**src/rtl/instruction_fetch_stage.sv**
```systemverilog
// MIPS32 IF stage: PC, next-PC select (seq/branch/jump) and IF/ID register; imem word reaches IF/ID 1 cycle after pc.
// stall holds PC and IF/ID; flush/redirect bubble IF/ID. Optional counters under IF_PERF_CNT_EN.
module instruction_fetch_stage #(
  parameter int                   MEM_WIDTH = 32,
  parameter logic [MEM_WIDTH-1:0] RESET_PC  = 32'h0000_0000,
  parameter logic [MEM_WIDTH-1:0] NOP_INSTR = 32'h0000_0000
) (
  input  logic                 clk,
  input  logic                 rst,
  output logic [MEM_WIDTH-1:0] imem_addr,
  input  logic [MEM_WIDTH-1:0] imem_rdata,
  input  logic                 stall,
  input  logic                 flush,
  input  logic                 id_branch_taken,
  input  logic [15:0]          id_branch_off,
  input  logic                 id_jump,
  input  logic [25:0]          id_jump_index,
  output logic [MEM_WIDTH-1:0] pc_o,
  output logic [MEM_WIDTH-1:0] ifid_instr,
  output logic [MEM_WIDTH-1:0] ifid_pc_plus4,
  output logic                 ifid_valid,
  output logic [31:0]          perf_stall_cnt,
  output logic [31:0]          perf_flush_cnt
);

  logic [MEM_WIDTH-1:0] pc;
  logic [MEM_WIDTH-1:0] pc_plus4;
  logic [MEM_WIDTH-1:0] br_tgt;
  logic [MEM_WIDTH-1:0] jmp_tgt;
  logic [MEM_WIDTH-1:0] redirect_tgt;
  logic                 redirect;

  assign imem_addr    = pc;
  assign pc_o         = pc;
  assign pc_plus4     = pc + MEM_WIDTH'(4);
  assign br_tgt       = ifid_pc_plus4 + {{14{id_branch_off[15]}}, id_branch_off, 2'b00};
  assign jmp_tgt      = {ifid_pc_plus4[31:28], id_jump_index, 2'b00};
  // A bubble in IF/ID must never redirect, whatever ID drives.
  assign redirect     = ifid_valid & (id_jump | id_branch_taken);
  assign redirect_tgt = id_jump ? jmp_tgt : br_tgt;

  always_ff @(posedge clk) begin
    if (rst) begin
      pc            <= RESET_PC;
      ifid_instr    <= NOP_INSTR;
      ifid_pc_plus4 <= '0;
      ifid_valid    <= 1'b0;
    end else if (flush) begin
      ifid_instr <= NOP_INSTR;
      ifid_valid <= 1'b0;
    end else if (stall) begin
      pc <= pc;
    end else if (redirect) begin
      // The word fetched this cycle is on the wrong path: squash it.
      pc         <= redirect_tgt;
      ifid_instr <= NOP_INSTR;
      ifid_valid <= 1'b0;
    end else begin
      pc            <= pc_plus4;
      ifid_instr    <= imem_rdata;
      ifid_pc_plus4 <= pc_plus4;
      ifid_valid    <= 1'b1;
    end
  end

`ifdef IF_PERF_CNT_EN
  logic [31:0] stall_cnt;
  logic [31:0] flush_cnt;

  always_ff @(posedge clk) begin
    if (rst) begin
      stall_cnt <= '0;
      flush_cnt <= '0;
    end else if (flush || (!stall && redirect)) begin
      if (flush_cnt != '1) flush_cnt <= flush_cnt + 32'd1;
    end else if (stall) begin
      if (stall_cnt != '1) stall_cnt <= stall_cnt + 32'd1;
    end
  end

  assign perf_stall_cnt = stall_cnt;
  assign perf_flush_cnt = flush_cnt;
`else
  assign perf_stall_cnt = 32'h0;
  assign perf_flush_cnt = 32'h0;
`endif

endmodule

```
**config.mk**
```make
export PLATFORM = sky130hd
export DESIGN_NAME = instruction_fetch_stage
export DESIGN_NICKNAME = d
export VERILOG_FILES = /design/src/rtl/instruction_fetch_stage.sv
export SDC_FILE = /design/constraint.sdc
export NUM_CORES = 1
export LEC_CHECK = 0
export BUFFER_PORTS_ARGS = -buffer_cell sky130_fd_sc_hd__buf_2
export CAP_MARGIN = 20
export CORE_AREA = 4 4 143 145
export DETAILED_ROUTE_END_ITERATION = 7
export DIE_AREA = 0 0 147 149
export HOLD_SLACK_MARGIN = 0.02
export PLACE_DENSITY_LB_ADDON = 0.3
export SYNTH_ARGS = -nofsm -noshare
export SYNTH_HDL_FRONTEND = slang
export SYNTH_SLANG_ARGS = --single-unit
```
**constraint.sdc**
```tcl
create_clock -name clk -period 4.35 [get_ports clk]
set_clock_uncertainty 0.15 [all_clocks]
set_input_delay 0.6525 -clock clk [delete_from_list [all_inputs] [get_ports clk]]
set_output_delay 0.6525 -clock clk [all_outputs]
set_load 0.1 [all_outputs]
```
; Word level (Yosys, flattened, before mapping)
; Index checks and enable logic that the tools add are counted.
[word_totals]
out_inout_bits = 193
wordCells = 18
inputBits = 80
register_bits = 97
[op_classes]
n_bitwise = 5
addsub = 2
reduce_logical = 3
n_mux = 4
[ops]
columns = operator, n
row1 = 32-bit 2-to-1 mux, 3
row2 = "32-bit by 3-bit adder with 32-bit output, second input constant", 1
row3 = 32-bit adder, 1
row4 = 1-bit NOT, 3
row5 = 3-bit AND reduction, 1
row6 = 2-bit AND reduction, 1
row7 = 2-bit OR reduction, 1
row8 = 1-bit bitwise AND, 1
row9 = 1-bit 2-to-1 mux, 1
row10 = 1-bit OR, 1

; Longest topological paths before layout
[depth]
depth_word = 4
ltp_mapped = 11
depth_no_buf = 11

; Least setup slack after synthesis
; Ideal clock, no wire load.
[synth_timing]
kind = register to register
from = register ifid_pc_plus4[2]
to = register pc[24] (netlist: imem_addr[24])
path_stages_with_launch = 12
slack_ns = 0.966
path_buffers = 0
t_required_ns = 4.072
period_less_slack_ns = 3.384
arrival_time_ns = 3.107
setup_ns = 0.128
cell_sequence = dfxtp_1 > ha_1 > fa_1 > a21o_1 > a21o_4 > a2111oi_4 > nor3_2 > o21ai_2 > o21ai_0 > xor2_1 > a221oi_1 > nor2_1
[synth_between]
elab_chain_len = 3
[synth_rtl]
columns = element, line
row1 = "start, declared", 20  ; output logic [MEM_WIDTH-1:0] ifid_pc_plus4,
row2 = "start signal, assigned", 61  ; ifid_pc_plus4 <= pc_plus4;
row3 = 32-bit adder, 36  ; assign br_tgt = ifid_pc_plus4 + {{14{id_branch_off[15]}}, id_branch_off, 2'b00};
row4 = 32-bit 2-to-1 mux, 40  ; assign redirect_tgt = id_jump ? jmp_tgt : br_tgt;
row5 = 32-bit 2-to-1 mux, 53  ; end else if (redirect) begin
row6 = "end signal, assigned", 52  ; pc <= pc;
row7 = "end signal, assigned", 55  ; pc <= redirect_tgt;
row8 = "end signal, assigned", 59  ; pc <= pc_plus4;
row9 = "end, declared", 26  ; logic [MEM_WIDTH-1:0] pc;
; No other way between the ends.
; A chain may end at the register's enable or synchronous reset.

; Worst setup path in the final report
[layout_timing]
from = input port id_branch_off[0]
to = register pc[28] (netlist: imem_addr[28])
[layout_between]
elab_chain_len = 3
[layout_rtl]
columns = element, line
row1 = "start, declared", 15  ; input logic [15:0] id_branch_off,
row2 = 32-bit adder, 36
row3 = 32-bit 2-to-1 mux, 40
row4 = 32-bit 2-to-1 mux, 53
; No other way between the ends.

==> summary.md <==
| Metric | Value |
|---|---|
| First-pass GRT wire length | `31700 um` |
| Setup TNS Final | `0 ns` |
| Worst vdd rail ir drop | `186 uV` |
| Largest net degree at the start of global routing | `80` |
| Initial antenna violation count | `1` |
| Worst setup SP type | `input pin` |
| Area growth from synthesis to layout | `15.7%` |
| Final setup vio count | `0` |
| Leading area contributor after synthesis | `dfxtp_1` |
| RSZ-0062 raised after global routing | `no` |
| Fin util | `0.401` |
| Chip height | `149 um` |
| CTS tree | `built` |
| Required @ worst endpoint | `4.50 ns` |
| CTS Buf Count | `9` |
| Hold Buf Count CTS | `0` |
| Final wirelength | `20800 um` |
| Top cells by count, synth | `nor2_1, buf_4, dfxtp_1, nand2_1, a21oi_1` |
| Worst relative slew slack | `0.328` |
| CP max-delay cell | `a2111oi_4` |
| Cts repair resizes | `0` |
| Slew @ Worst Pin | `1.00 ns` |
| Final hold vios | `0` |
| Initial Utilization | `0.347` |
| Yosys Warn Count | `0` |
| Overflow after GRT | `0` |
| Top cells by area, synth | `dfxtp_1, buf_4, nor2_1, ha_1, nand2_1` |
| Met1 wire length | `8750 um` |
| Status | `completed` |
| DR WL/cell | `16.5 um` |
| Fraction of registers with async set/reset | `0` |
| Via count | `6348` |
| Vias per std cell | `5.04` |
| Routed wire length on met3 | `1940 um` |
| Crit-path max FO | `4` |
| Leak Pwr | `3.66 nW` |
| Placer Congestion | `0.832` |
| Clock Latency Late Sink | `0.35 ns` |
| Avg Synthesized Cell Area | `7.85 um2` |
| DR DRC count | `0` |
| F_max | `308 MHz` |
| Area of the multi-input gates | `0.00401 mm2` |
| Setup repair bufs after CTS | `0` |
| Clk slew on worst S/H paths | `0.07 ns` |
| Post-Syn Area | `0.00666 mm2` |
| Pwr Density | `346 mW/mm2` |
| Cell with the most instances after synthesis | `nor2_1` |
| Top_reg_cell synth | `dfxtp_1` |
| Critical Path End Type | `flop` |
| Initial DRC count | `406` |
| Share of cells above drive strength 1 | `0.251` |
| Std-Cell Rows | `51` |
| Worst stage delay on the critical path | `0.49 ns` |
| Die ar. | `0.0219 mm2` |
| Final min period | `3.25 ns` |
| Met2 WL post-DR | `9910 um` |
| Cells after Synth | `849` |
| Port bufs | `208` |
| Worst Hold Class | `reg -> reg` |
| Max Cap Viol | `0` |
| Max-slew violations | `0` |
| Final Cycle Share | `0.747` |
| Crit path DAT | `3.40 ns` |
| H-tree Lvls | `3` |
| Critical path class | `in -> reg` |
| Sink Count | `97` |
| Sequential Area | `0.00194 mm2` |
| Number of global-route vias before repair | `5737` |
| Post-synth EDFFs | `0` |
| Pre-antenna DRT Iters | `5` |
| Chip width | `147 um` |
| Root buffer cell | `clkbuf_16` |
| Fill cells | `2015` |
| Post-synth top area share | `0.291` |
| Antenna-violating nets left | `0` |
| Core area | `0.0192 mm2` |
| Post-synthesis register bit count | `97` |
| Buffers and inverters on the worst path | `1` |
| Nets@finish | `1100` |
| Cell chain of the critical path | `buf_2, ha_1, fa_1, a21o_1, a21o_4, a2111oi_4, nor3_2, o21ai_2, o31a_1, o21bai_1, nor4b_2, a211o_1` |
| Cell family with most CP delay | `compound AO/OA/AOI/OAI gates` |
| Max layer used | `met4` |
| R2R Setup Slk | `1.17 ns` |
| Seq/Total Area, Yosys | `0.291` |
| Boundary Pins | `273` |
| Deepest clock path buffer count | `2` |
| Total track usage | `0.182` |
| Synth cell types | `60` |
| DP HPWL | `15400 um` |
[area by class of cell]
type | count | share of cell area
well taps | 265 | 0.0430
multi-input cells | 659 | 0.520
clock buffers | 11 | 0.0315
clock inverters | 5 | 0.00714
diodes | 1 | 0.000325
repair buffers | 214 | 0.142
flip-flops and latches | 97 | 0.252
inverters | 8 | 0.00389
[path summary, 6_finish.rpt]
kind | start | endpoint | cells past startpoint
worst max-delay path | id_branch_off[0] | imem_addr[28] | 12
worst min-delay path | ifid_pc_plus4[0] | ifid_pc_plus4[0] | 2
worst max register to register | ifid_pc_plus4[2] | imem_addr[28] | 11
worst min register to register | ifid_pc_plus4[0] | ifid_pc_plus4[0] | 2
[worst min-delay path: stages, from the launching register on]
cell and delay (ns):
dfxtp_1 0.32, nand2_1 0.06, a21oi_1 0.05
[registers in the layout, indices dropped and copies added, names as in the netlist]
name,flops
ifid_instr,32
ifid_pc_plus4,32
imem_addr,32
ifid_valid,1
[placed cells by master, fill, tap and decap left out, types with 3 or more instances in the layout]
| cell | netlist | final |
|---|---|---|
| nand3_1 | 8 | 8 |
| or3_1 | 4 | 4 |
| nand4_1 | 12 | 12 |
| buf_4 | 98 | 5 |
| a21oi_2 | 5 | 5 |
| a221oi_1 | 16 | 16 |
| or2_2 | 3 | 3 |
| buf_2 | 3 | 208 |
| and3_1 | 14 | 14 |
| o211ai_1 | 4 | 4 |
| mux2i_1 | 3 | 3 |
| a31oi_1 | 9 | 9 |
| clkbuf_16 | 0 | 9 |
| o21a_1 | 4 | 4 |
| nand2_1 | 82 | 82 |
| o21ai_1 | 7 | 7 |
| and4_1 | 4 | 4 |
| dfxtp_1 | 97 | 97 |
| nand3b_1 | 3 | 3 |
| o21bai_1 | 5 | 5 |
| nor3_1 | 11 | 10 |
| a21o_1 | 24 | 24 |
| nor4_1 | 3 | 3 |
| conb_1 | 1 | 64 |
| and2_1 | 5 | 5 |
| a21oi_1 | 53 | 53 |
| ha_1 | 30 | 30 |
| o21ai_0 | 35 | 35 |
| xor2_1 | 20 | 20 |
| a211oi_1 | 28 | 28 |
| a22oi_1 | 36 | 36 |
| xnor2_1 | 31 | 31 |
| nor2_1 | 105 | 104 |
| inv_1 | 8 | 8 |
[where the power goes]
| part | internal (mW) | switching [mW] |
|---|---|---|
| registers | 0.917 | 0.0284 |
| clock network | 0.460 | 0.367 |
| logic | 0.174 | 0.717 |
| total | 1.55 | 1.11 |
[cell families after synthesis]
| kind of cell | share of synthesized area |
|---|---|
| AO/OA/AOI/OAI | 0.256 |
| XOR/XNOR | 0.0670 |
| adder cells (fa/ha/maj) | 0.0593 |
| buffers and inverters | 0.144 |
| flip-flops | 0.291 |
| multiplexers | 0.00620 |
| other | 0.000563 |
| AND/OR/NAND/NOR | 0.176 |
[per-stage QoR]
stage	worst slack, ns	power [mW]	cells	hold WS (ns)	instance area (um2)
floorplan	0.966	1.76	912	0.309	6900
global placement	0.730	1.86	1243	0.309	7410
detailed placement	0.744	1.86	1243	0.323	7410
CTS	1.09	2.69	1259	0.333	7710
global route	0.890	2.78	1260	0.366	7710
finish	1.10	2.66	1260	0.333	7710
[metal layers]
metal / vias up / global-route usage
met5: - / 0
met4: 0 / 0.0419
met3: 12 / 0.0495
met2: 274 / 0.308
met1: 2912 / 0.231
li1: 3150 / -
Note: power is estimated with default switching activity, not from simulation.
